===== src/rtl/imem_loader.sv =====
// Instruction-memory loader: parses a framed byte stream (length, payload, checksum),
// writes little-endian 32-bit words to instruction memory and gates the CPU until a verified image is in place.
module imem_loader #(
  parameter logic [31:0] BASE_ADDR = 32'd0,
  parameter int          MAX_WORDS = 256
) (
  input  logic        clk,
  input  logic        rst,
  input  logic        start,
  input  logic [7:0]  in_data,
  input  logic        in_valid,
  output logic        in_ready,
  output logic        mem_we,
  output logic [31:0] mem_addr,
  output logic [31:0] mem_wdata,
  output logic        cpu_hold,
  output logic        done,
  output logic        error,
  output logic [15:0] words_loaded
);

  typedef enum logic [2:0] {
    IDLE,
    LEN0,
    LEN1,
    DATA,
    CSUM,
    DONE,
    ERROR
  } state_t;

  localparam logic [16:0] MAX_N = 17'(MAX_WORDS);

  state_t      state;
  logic [7:0]  len_lo;
  logic [15:0] len;
  logic [7:0]  csum;
  logic [1:0]  byte_idx;
  logic [15:0] word_idx;
  logic [23:0] word_asm;

  logic        accept;
  logic [15:0] len_full;
  logic [15:0] next_word;

  assign accept    = in_valid && in_ready;
  assign len_full  = {in_data, len_lo};
  assign next_word = word_idx + 16'd1;

  // The write strobe is registered off the 4th byte of each word, so the last
  // word's strobe lands in the first CSUM cycle while input keeps flowing.
  always_ff @(posedge clk) begin
    if (rst) begin
      state        <= IDLE;
      in_ready     <= 1'b0;
      mem_we       <= 1'b0;
      mem_addr     <= 32'd0;
      mem_wdata    <= 32'd0;
      cpu_hold     <= 1'b1;
      done         <= 1'b0;
      error        <= 1'b0;
      words_loaded <= 16'd0;
      len_lo       <= 8'd0;
      len          <= 16'd0;
      csum         <= 8'd0;
      byte_idx     <= 2'd0;
      word_idx     <= 16'd0;
      word_asm     <= 24'd0;
    end else begin
      mem_we <= 1'b0;
      case (state)
        IDLE, DONE, ERROR: begin
          if (start) begin
            state        <= LEN0;
            in_ready     <= 1'b1;
            cpu_hold     <= 1'b1;
            done         <= 1'b0;
            error        <= 1'b0;
            words_loaded <= 16'd0;
            csum         <= 8'd0;
            byte_idx     <= 2'd0;
            word_idx     <= 16'd0;
            word_asm     <= 24'd0;
          end
        end

        LEN0: begin
          if (accept) begin
            len_lo <= in_data;
            csum   <= csum ^ in_data;
            state  <= LEN1;
          end
        end

        LEN1: begin
          if (accept) begin
            len  <= len_full;
            csum <= csum ^ in_data;
            if ({1'b0, len_full} > MAX_N) begin
              state    <= ERROR;
              error    <= 1'b1;
              in_ready <= 1'b0;
            end else if (len_full == 16'd0) begin
              state <= CSUM;
            end else begin
              state <= DATA;
            end
          end
        end

        DATA: begin
          if (accept) begin
            csum     <= csum ^ in_data;
            byte_idx <= byte_idx + 2'd1;
            case (byte_idx)
              2'd0: word_asm[7:0]   <= in_data;
              2'd1: word_asm[15:8]  <= in_data;
              2'd2: word_asm[23:16] <= in_data;
              default: begin
                mem_we       <= 1'b1;
                mem_addr     <= BASE_ADDR + {14'd0, word_idx, 2'b00};
                mem_wdata    <= {in_data, word_asm};
                words_loaded <= next_word;
                word_idx     <= next_word;
                if (next_word == len) begin
                  state <= CSUM;
                end
              end
            endcase
          end
        end

        CSUM: begin
          if (accept) begin
            in_ready <= 1'b0;
            if (in_data == csum) begin
              state    <= DONE;
              done     <= 1'b1;
              cpu_hold <= 1'b0;
            end else begin
              state <= ERROR;
              error <= 1'b1;
            end
          end
        end

        default: begin
          state    <= IDLE;
          in_ready <= 1'b0;
          cpu_hold <= 1'b1;
        end
      endcase
    end
  end

endmodule


===== config.mk =====
export PLATFORM = sky130hd
export DESIGN_NAME = imem_loader
export DESIGN_NICKNAME = d
export VERILOG_FILES = /design/src/rtl/imem_loader.sv
export SDC_FILE = /design/constraint.sdc
export NUM_CORES = 1
export LEC_CHECK = 0
export ABC_AREA = 1
export CORE_UTILIZATION = 50
export CTS_CLUSTER_DIAMETER = 200
export DETAILED_ROUTE_END_ITERATION = 8
export DONT_BUFFER_PORTS = 1
export MAX_ROUTING_LAYER = met4
export PLACE_DENSITY = 0.66
export SETUP_SLACK_MARGIN = 0.1
export SYNTH_ARGS = -nofsm -noshare
export SYNTH_HDL_FRONTEND = slang
export SYNTH_SLANG_ARGS = --single-unit

===== constraint.sdc =====
create_clock -name clk -period 2.19 [get_ports clk]
set_input_delay 0.438 -clock clk [delete_from_list [all_inputs] [get_ports clk]]
set_output_delay 0.438 -clock clk [all_outputs]
set_load 0.02 [all_outputs]

==> results of run 1 <==
-- worst max path at each step --
stage                                endpoint  slack, ps  cells after the start
detailed placement   word_idx[6]$_SDFFE_PP0P_        -10                     14
floorplan               state[0]$_SDFFE_PP0P_        120                     16
CTS                  word_idx[3]$_SDFFE_PP0P_        110                     14
finish                  state[0]$_SDFFE_PP0P_         80                     15
global placement    mem_addr[14]$_SDFFE_PP0P_         90                     14
global route            state[0]$_SDFFE_PP0P_        -50                     15
-- critical path, stage by stage, from the launching register on --
cell and delay, ps:
dfxtp_2 360, buf_4 140, nand2_1 60, nor2_2 160
buf_4 170, nand3_1 140, nand3_1 120, nand2_1 80
nor2_2 90, nand2_1 50, nor2_1 120, nand3_1 130
nand2_2 190, nand3_2 90, nand2_1 60, nor2_1 40
-- cells in the final DEF (no fill, tap or decap), types with 8 or more instances in the layout --
cell,synthesis,routed
a21oi_1,106,106
a21oi_2,10,10
buf_4,20,44
clkbuf_16,0,18
conb_1,1,16
dfxtp_1,130,124
inv_1,75,73
nand2_1,119,111
nand2_2,1,8
nand3_1,43,40
nand4_1,8,8
nor2_1,76,68
o21ai_0,82,79
o21ai_1,18,21
xor2_1,8,8
-- stage by stage --
stage / TNS, ps / setup WS, ps
after global placement: 0 / 91.7
final: 0 / 78.0
after global routing: -118 / -52.3
after CTS: 0 / 105
after floorplan: 0 / 124
after detailed placement: -13.0 / -11.2
-- state kept, by name, indices dropped and copies added, names as in the netlist, 2 cells and up --
signal     cells
mem_wdata     32
word_asm      24
len           16
mem_addr      16
word_idx      16
csum           8
len_lo         8
state          3
byte_idx       2
-- Yosys cell counts, drive strengths merged, types with 2 or more instances --
| master | instances | area, µm² |
|---|---|---|
| buf | 34 | 248 |
| ha | 5 | 62.6 |
| xor2 | 8 | 70.1 |
| nand3 | 43 | 215 |
| a211oi | 3 | 27.5 |
| nand4 | 8 | 50.1 |
| nor2 | 78 | 303 |
| a21oi | 116 | 618 |
| clkbuf | 19 | 71.3 |
| xnor2 | 3 | 26.3 |
| dfxtp | 130 | 2600 |
| inv | 80 | 303 |
| nor3 | 3 | 26.3 |
| o21ai | 103 | 527 |
| nand2 | 121 | 464 |
| a31oi | 2 | 12.5 |
| a22oi | 4 | 30.0 |
| nand3b | 7 | 52.6 |
-- repair_timing --
item | CTS | global route
gates cloned | 2 | 1
setup buffers | 0 | 5
gates resized for setup | 8 | 38
setup endpoints to repair | 53 | 64
pin swaps | 0 | 15
-- power breakdown --
| group | switching [µW] | internal (µW) | total, µW |
|---|---|---|---|
| sequential | 370 | 2780 | 3150 |
| combinational | 1530 | 827 | 2360 |
| clock | 973 | 1810 | 2780 |
-- kinds of logic (layout without fill, tap and decap cells) --
group | Yosys count | count (layout) | synth area share (%)
AO/OA/AOI/OAI | 230 | 230 | 21.3
flip-flops | 130 | 130 | 45.1
other | 1 | 16 | 0.0650
adder cells (fa/ha/maj) | 5 | 5 | 1.08
buffers and inverters | 133 | 161 | 10.8
XOR/XNOR | 12 | 12 | 2.08
AND/OR/NAND/NOR | 263 | 263 | 19.6
-- metal layers --
layer,up-vias,global-route usage (%),part of all wire (%)
met2,195,42.0,46
li1,2602,-,-
met1,2434,32.5,43
met3,47,8.54,7.2
met5,-,-,0
met4,0,12.8,3.2
-- layout make-up --
| type | instances | area [µm²] | area share, % |
|---|---|---|---|
| Clock buffer | 25 | 505 | 7.38 |
| Clock inverter | 5 | 75.1 | 1.10 |
| Inverter | 80 | 315 | 4.60 |
| Multi-Input combinational cell | 526 | 2700 | 39.4 |
| Sequential cell | 130 | 2610 | 38.1 |
| Tap cell | 140 | 175 | 2.56 |
| Timing Repair Buffer | 50 | 462 | 6.74 |
| Timing Repair inverter | 1 | 6.26 | 0.0913 |
==> out/qor.txt, run 1 <==
WORST SETUP PATH
----------------------------------------------------------------------------------------
Startpoint of the worst setup timing path ................................. word_idx[1]$_SDFFE_PP0P_
Worst reg2reg setup slack .................................................        80 ps
R2R Path End .............................................................. state[0]$_SDFFE_PP0P_
Critical path data arrival time ...........................................      2420 ps
Critical path endpoint category ...........................................    flip-flop
Startpoint kind of the worst setup timing path ............................    flip-flop
FF-to-FF path depth .......................................................           15
Reg2reg start ............................................................. word_idx[1]$_SDFFE_PP0P_
Crit Path Class ........................................................... flip-flop to flip-flop
CP max FO .................................................................            6
Endpoint required time on the critical path ...............................      2500 ps

TIMING
----------------------------------------------------------------------------------------
Final Setup Violations ....................................................            0
Final period demand of the worst path .....................................      2110 ps
Final Hold Slack ..........................................................      93.3 ps
Worst slew margin relative to its limit ...................................        62.6%
Portion of the clock cycle consumed by the worst path in the final layout .        96.4%
Worst Max-Slew Pin Slew ...................................................       561 ps
Total count of max-transition violations in the final report ..............            0
Fin. Hold Viols ...........................................................            0
RSZ-0062 raised after global routing ......................................          yes
Worst Clk Skew ............................................................      8.05 ps
Top achievable clock speed ................................................      473 MHz

LAYOUT
----------------------------------------------------------------------------------------
Layout Area Growth over Synthesis .........................................        18.7%
Post-route design area ....................................................     6850 µm²
Number of fill cells ......................................................          986
Final std cells w/o fill ..................................................          957
Fin util ..................................................................        62.1%
Fraction of final layout cells sized beyond drive strength 1 ..............        16.3%
Layout net count ..........................................................          823
# diodes ..................................................................            0

GRT
----------------------------------------------------------------------------------------
Largest net degree at the start of global routing .........................           43
Via count of the first global-routing pass ................................         4822
Total gr overflow .........................................................            0
Overall fraction of global-route tracks in use ............................        27.3%
Global-route wire length before repair ....................................     23700 µm
Number of antenna violations at the first check in global routing .........            0

ROUTE
----------------------------------------------------------------------------------------
DRC violation count after routing .........................................            0
Detailed-route vias per instance ..........................................         5.52
Total length of routed wires ..............................................     15400 µm
Post-DR wirelength/cell ...................................................      16.1 µm
Number of optimization iterations in the first detailed-route pass ........            5
Via Count .................................................................         5278
Drt first-iter violations .................................................          449
Antenna-violating nets left ...............................................            0

CLOCKING
----------------------------------------------------------------------------------------
Num CTS Buffers ...........................................................           17
Hold_buf cts ..............................................................            0
Root Buffer Master ........................................................    clkbuf_16
Maximum level of the CTS H-tree ...........................................            4
CTS tree ..................................................................        built
Clock-pin slew of the registers on the worst-case setup and hold paths ....        50 ps
Maximum buffer depth of the clock tree ....................................            2
Sinks on Clock Net ........................................................          130
Worst-skew pair later-pin latency .........................................       420 ps

FLOORPLANNING
----------------------------------------------------------------------------------------
Starting density of the core ..............................................        52.3%
Floorplan die area ........................................................    12000 µm²
Core Region ...............................................................    11000 µm²
Chip Width ................................................................       109 µm
Number of cell rows .......................................................           38
Die Y .....................................................................       109 µm
I/O pins ..................................................................           97

SYNTHESIS
----------------------------------------------------------------------------------------
Number of enable-type register cells in the synthesized netlist ...........            0
Count of unique library cells instantiated by Yosys .......................           40
Post-Syn Area per Cell ....................................................     7.46 µm²
Async S/R FF share, synth .................................................           0%
Synth warn ................................................................            0
Flops & latches, synth ....................................................          130
Seq/Total Area, Yosys .....................................................        45.1%
Cells after synthesis .....................................................          774
Area of the mapped netlist ................................................     5770 µm²
Dominant synthesized flop cell ............................................      dfxtp_1

POWER
----------------------------------------------------------------------------------------
Leakage ...................................................................   0.00278 µW
Power Dens Cells ..........................................................  1210 nW/µm²
Maximum VDD drop ..........................................................     0.751 mV
Total design power ........................................................      8290 µW

PLACED DESIGN
----------------------------------------------------------------------------------------
Cell area after placement .................................................     6040 µm²
I/O Buffers ...............................................................            0
Placed insts ..............................................................          919
DP HPWL ...................................................................     10200 µm
Placer's final routability congestion estimate ............................        0.897

HOLD PATH
----------------------------------------------------------------------------------------
Depth of the worst hold-timing path .......................................            1
Source of the worst hold timing path ......................................          rst
End point of the worst hold path .......................................... word_idx[0]$_SDFFE_PP0P_
Min-delay worst type ...................................................... input pin to flip-flop

FLOW RUN
----------------------------------------------------------------------------------------
Max-cap check violation count .............................................            0

OUTCOME
----------------------------------------------------------------------------------------
Status .................................................................... finished clean

Power figures use the tool's default switching activity.
==> inputs of run 2 (changes only) <==
--- a/config.mk
+++ b/config.mk
@@ -9,9 +9,8 @@
 export CORE_UTILIZATION = 50
 export CTS_CLUSTER_DIAMETER = 200
 export DETAILED_ROUTE_END_ITERATION = 8
-export DONT_BUFFER_PORTS = 1
 export MAX_ROUTING_LAYER = met4
-export PLACE_DENSITY = 0.66
+export PLACE_DENSITY = 0.77
 export SETUP_SLACK_MARGIN = 0.1
 export SYNTH_ARGS = -nofsm -noshare
 export SYNTH_HDL_FRONTEND = slang
==> constraint.sdc (replaced) <==
create_clock -name clk -period 2.7 [get_ports clk]
set_input_delay 0.54 -clock clk [delete_from_list [all_inputs] [get_ports clk]]
set_output_delay 0.54 -clock clk [all_outputs]
set_load 0.02 [all_outputs]
==> run 2 against run 1 <==
Net effect: first-iteration DRC count increased by 2.4%; core utilization is 4.3 points higher; clock power shrank 8.3%; global-route usage shrank 0.23 points; sequential share of layout area fell by 2.6 points; maximum frequency decreased by 8.7%; power fell by 15%; clock skew shrank 0.56 ps; count of clock-buffer cells in the layout decreased by 6; register-to-register slack improved by 310 ps; cell count rose by 4.7%.
==> out/qor.txt, run 2 (same netlist as run 1, synthesis figures left out) <==
OUTCOME
----------------------------------------------------------------------------------------
Status .................................................................... finished clean   unchanged

WORST SETUP PATH
----------------------------------------------------------------------------------------
Critical path data arrival time ...........................................      2660 ps   was 2420 ps
Max stage delay cell, worst path ..........................................      dfxtp_1   was dfxtp_2
Startpoint kind of the worst setup timing path ............................    flip-flop   unchanged
Cells along the critical path ............................................. inv_1, nand2_1, nand2_1, nor2_1, nor2_2, inv_2, or2_1, nand2_4, nor2_4, nand2_2, inv_4, buf_12, o21ai_0, a21oi_2   was buf_4, nand2_1, nor2_2, buf_4, nand3_1, nand3_1, nand2_1, nor2_2, nand2_1, nor2_1, nand3_1, nand2_2, nand3_2, nand2_1, nor2_1
Largest delay contributor family on the critical path ..................... simple AND/OR/NAND/NOR gates   unchanged
Critical path endpoint category ...........................................    flip-flop   unchanged
Buffer and inverter count on the worst path ...............................            4   was 2
Crit Path Class ........................................................... flip-flop to flip-flop   unchanged
Endpoint required time on the critical path ...............................      3050 ps   was 2500 ps
CP max FO .................................................................           30   was 6
Cell type with the highest occurrence count on the critical path ..........      nand2_1   unchanged
Crit-path max cell delay ..................................................       350 ps   was 360 ps

POWER
----------------------------------------------------------------------------------------
Proportion of power drawn by the clock network ............................        36.3%   was 33.5%
Sequential share of power .................................................        34.8%   was 38.0%
Power Dens Cells ..........................................................   959 nW/µm²   was 1210 nW/µm²
Reported net switching power ..............................................      2380 µW   was 2870 µW
Switching share of power ..................................................        33.9%   was 34.7%
Internal Power ............................................................      4640 µW   was 5410 µW
Maximum VDD drop ..........................................................     0.587 mV   was 0.751 mV
Leakage ...................................................................   0.00287 µW   was 0.00278 µW
Combinational group share of total power ..................................        28.9%   was 28.4%

TIMING
----------------------------------------------------------------------------------------
Worst Max-Slew Pin Slew ...................................................       578 ps   was 561 ps
Fin. Hold Viols ...........................................................            0   unchanged
Top achievable clock speed ................................................      432 MHz   was 473 MHz
Final total negative setup slack ..........................................         0 ps   unchanged
Final Hold Slack ..........................................................       455 ps   was 93.3 ps
Worst slew margin relative to its limit ...................................        61.5%   was 62.6%
Portion of the clock cycle consumed by the worst path in the final layout .        85.7%   was 96.4%
Total count of max-transition violations in the final report ..............            0   unchanged
Worst Clk Skew ............................................................      7.50 ps   was 8.05 ps
Final period demand of the worst path .....................................      2310 ps   was 2110 ps
RSZ-0062 raised after global routing ......................................           no   was yes
Final Setup Violations ....................................................            0   unchanged

GRT
----------------------------------------------------------------------------------------
Global-route wire length before repair ....................................     24100 µm   was 23700 µm
Largest net degree at the start of global routing .........................           64   was 43
Overall fraction of global-route tracks in use ............................        27.0%   was 27.3%
Number of antenna violations at the first check in global routing .........            0   unchanged
Total gr overflow .........................................................            0   unchanged
Via count of the first global-routing pass ................................         4932   was 4822

LAYOUT
----------------------------------------------------------------------------------------
# diodes ..................................................................            0   unchanged
Registers with the highest flip-flop counts ............................... mem_wdata: 32 flops, word_asm: 24 flops   unchanged
Most common library cell in the layout ignoring fill and taps .............      dfxtp_1   unchanged
Leading cell types in the layout, fill and taps excluded .................. dfxtp_1, nand2_1, a21oi_1   unchanged
Layout Area Growth over Synthesis .........................................        26.8%   was 18.7%
Layout net count ..........................................................          866   was 823
Number of flip-flops under the largest register name ......................           32   unchanged
Register ranked first by flip-flop count ..................................    mem_wdata   unchanged
Fraction of final layout cells sized beyond drive strength 1 ..............        8.58%   was 16.3%

ROUTE
----------------------------------------------------------------------------------------
Number of optimization iterations in the first detailed-route pass ........            6   was 5
Antenna-violating nets left ...............................................            0   unchanged
Detailed-route vias per instance ..........................................         5.39   was 5.52
Met2 Routed Length ........................................................      7390 µm   was 7140 µm
DRC violation count after routing .........................................            0   unchanged
Top layer reached by signal wires .........................................         met4   unchanged
Metal1 wirelength .........................................................      6390 µm   was 6640 µm
Drt first-iter violations .................................................          460   was 449
Post-DR wirelength/cell ...................................................      14.8 µm   was 16.1 µm
WL met3 ...................................................................       720 µm   was 1110 µm
Via Count .................................................................         5396   was 5278
Total length of routed wires ..............................................     14900 µm   was 15400 µm

FLOORPLANNING
----------------------------------------------------------------------------------------
Starting density of the core ..............................................        52.3%   unchanged
Die Y .....................................................................       109 µm   unchanged
Core Region ...............................................................    11000 µm²   unchanged
Floorplan die area ........................................................    12000 µm²   unchanged
Number of cell rows .......................................................           38   unchanged
I/O pins ..................................................................           97   unchanged
Chip Width ................................................................       109 µm   unchanged

CLOCKING
----------------------------------------------------------------------------------------
Count of buffers added by post-CTS timing repair for setup ................            0   unchanged
Worst-skew pair later-pin latency .........................................       420 ps   about the same
Clock-pin slew of the registers on the worst-case setup and hold paths ....        60 ps   was 50 ps
Maximum buffer depth of the clock tree ....................................            2   unchanged
CTS tree ..................................................................        built   unchanged
Sinks on Clock Net ........................................................          130   unchanged
Maximum level of the CTS H-tree ...........................................            4   unchanged
Num CTS Buffers ...........................................................           17   unchanged
Root Buffer Master ........................................................    clkbuf_16   unchanged

PLACED DESIGN
----------------------------------------------------------------------------------------
I/O Buffers ...............................................................           80   was 0
Placer's final routability congestion estimate ............................        0.901   was 0.897
DP HPWL ...................................................................     10400 µm   was 10200 µm

FLOW RUN
----------------------------------------------------------------------------------------
Max-cap check violation count .............................................            0   unchanged

HOLD PATH
----------------------------------------------------------------------------------------
Min-delay worst type ...................................................... flip-flop to flip-flop   was input pin to flip-flop

## run 2: cell count changes in the layout (fill, tap and decap cells not counted), sizes merged
cell | before | now
clkinvlp | 0 | 2
clkbuf | 26 | 19
bufinv | 2 | 5
inv | 80 | 81
clkdlybuf4s50 | 0 | 80
buf | 49 | 14
clkinv | 4 | 5
## run 2: tightest hold or removal path: cells and delay by family (launching register included)
| family | cells | cell delay, ps |
|---|---|---|
| AO/OA/AOI/OAI | 1 | 60 |
| flip-flops | 1 | 290 |
| buffers and inverters | 1 | 60 |
## run 2: metal layers
metal,up-vias,GRT usage [%]
li1,2682,-
met1,2518,32.3
met2,171,44.7
met3,25,5.22
met4,0,11.3
met5,-,-
## run 2: worst paths after layout
kind | from | end | slack, ps | depth (start not counted)
max | state[1]$_SDFFE_PP0P_ | mem_wdata[9]$_SDFFE_PP0P_ | 390 | 14
min | word_asm[1]$_SDFFE_PP0P_ | word_asm[1]$_SDFFE_PP0P_ | 460 | 2
max reg2reg | state[1]$_SDFFE_PP0P_ | mem_wdata[9]$_SDFFE_PP0P_ | 390 | 14
min reg2reg | word_asm[1]$_SDFFE_PP0P_ | word_asm[1]$_SDFFE_PP0P_ | 460 | 2
## run 2: area by class of cell
| cell class | count | area (µm²) |
|---|---|---|
| clock inverters | 13 | 206 |
| repair buffers | 94 | 968 |
| inverters | 80 | 303 |
| well taps | 140 | 175 |
| multi-input cells | 526 | 2610 |
| clock buffers | 19 | 453 |
| fillers | 953 | 3710 |
| flip-flops and latches | 130 | 2600 |
## run 2: power groups by stage
stage | combinational [µW] | clock (µW) | sequential, µW
global placement | 1930 | 0 | 2470
global route | 2240 | 2670 | 2480
CTS | 2010 | 2570 | 2440
finish | 2030 | 2550 | 2440
detailed placement | 1990 | 0 | 2470
floorplan | 1320 | 0 | 2560
## run 2: what timing repair did
item | in CTS | in global routing
hold buffers | 0 | 0
hold endpoints to repair | 0 | 0
setup endpoints to repair | 0 | 53
resized for setup | 0 | 4
## run 2: metrics by stage
stage	area (µm²)	std cells	setup slack, ps	util [%]	total power [µW]
finish	7320	1002	387	66.4	7020
CTS	7310	1002	251	66.3	7010
global route	7320	1002	114	66.4	7380
detailed placement	6650	970	220	60.3	4460
floorplan	5830	789	634	-	3880
global placement	6650	970	286	60.3	4400
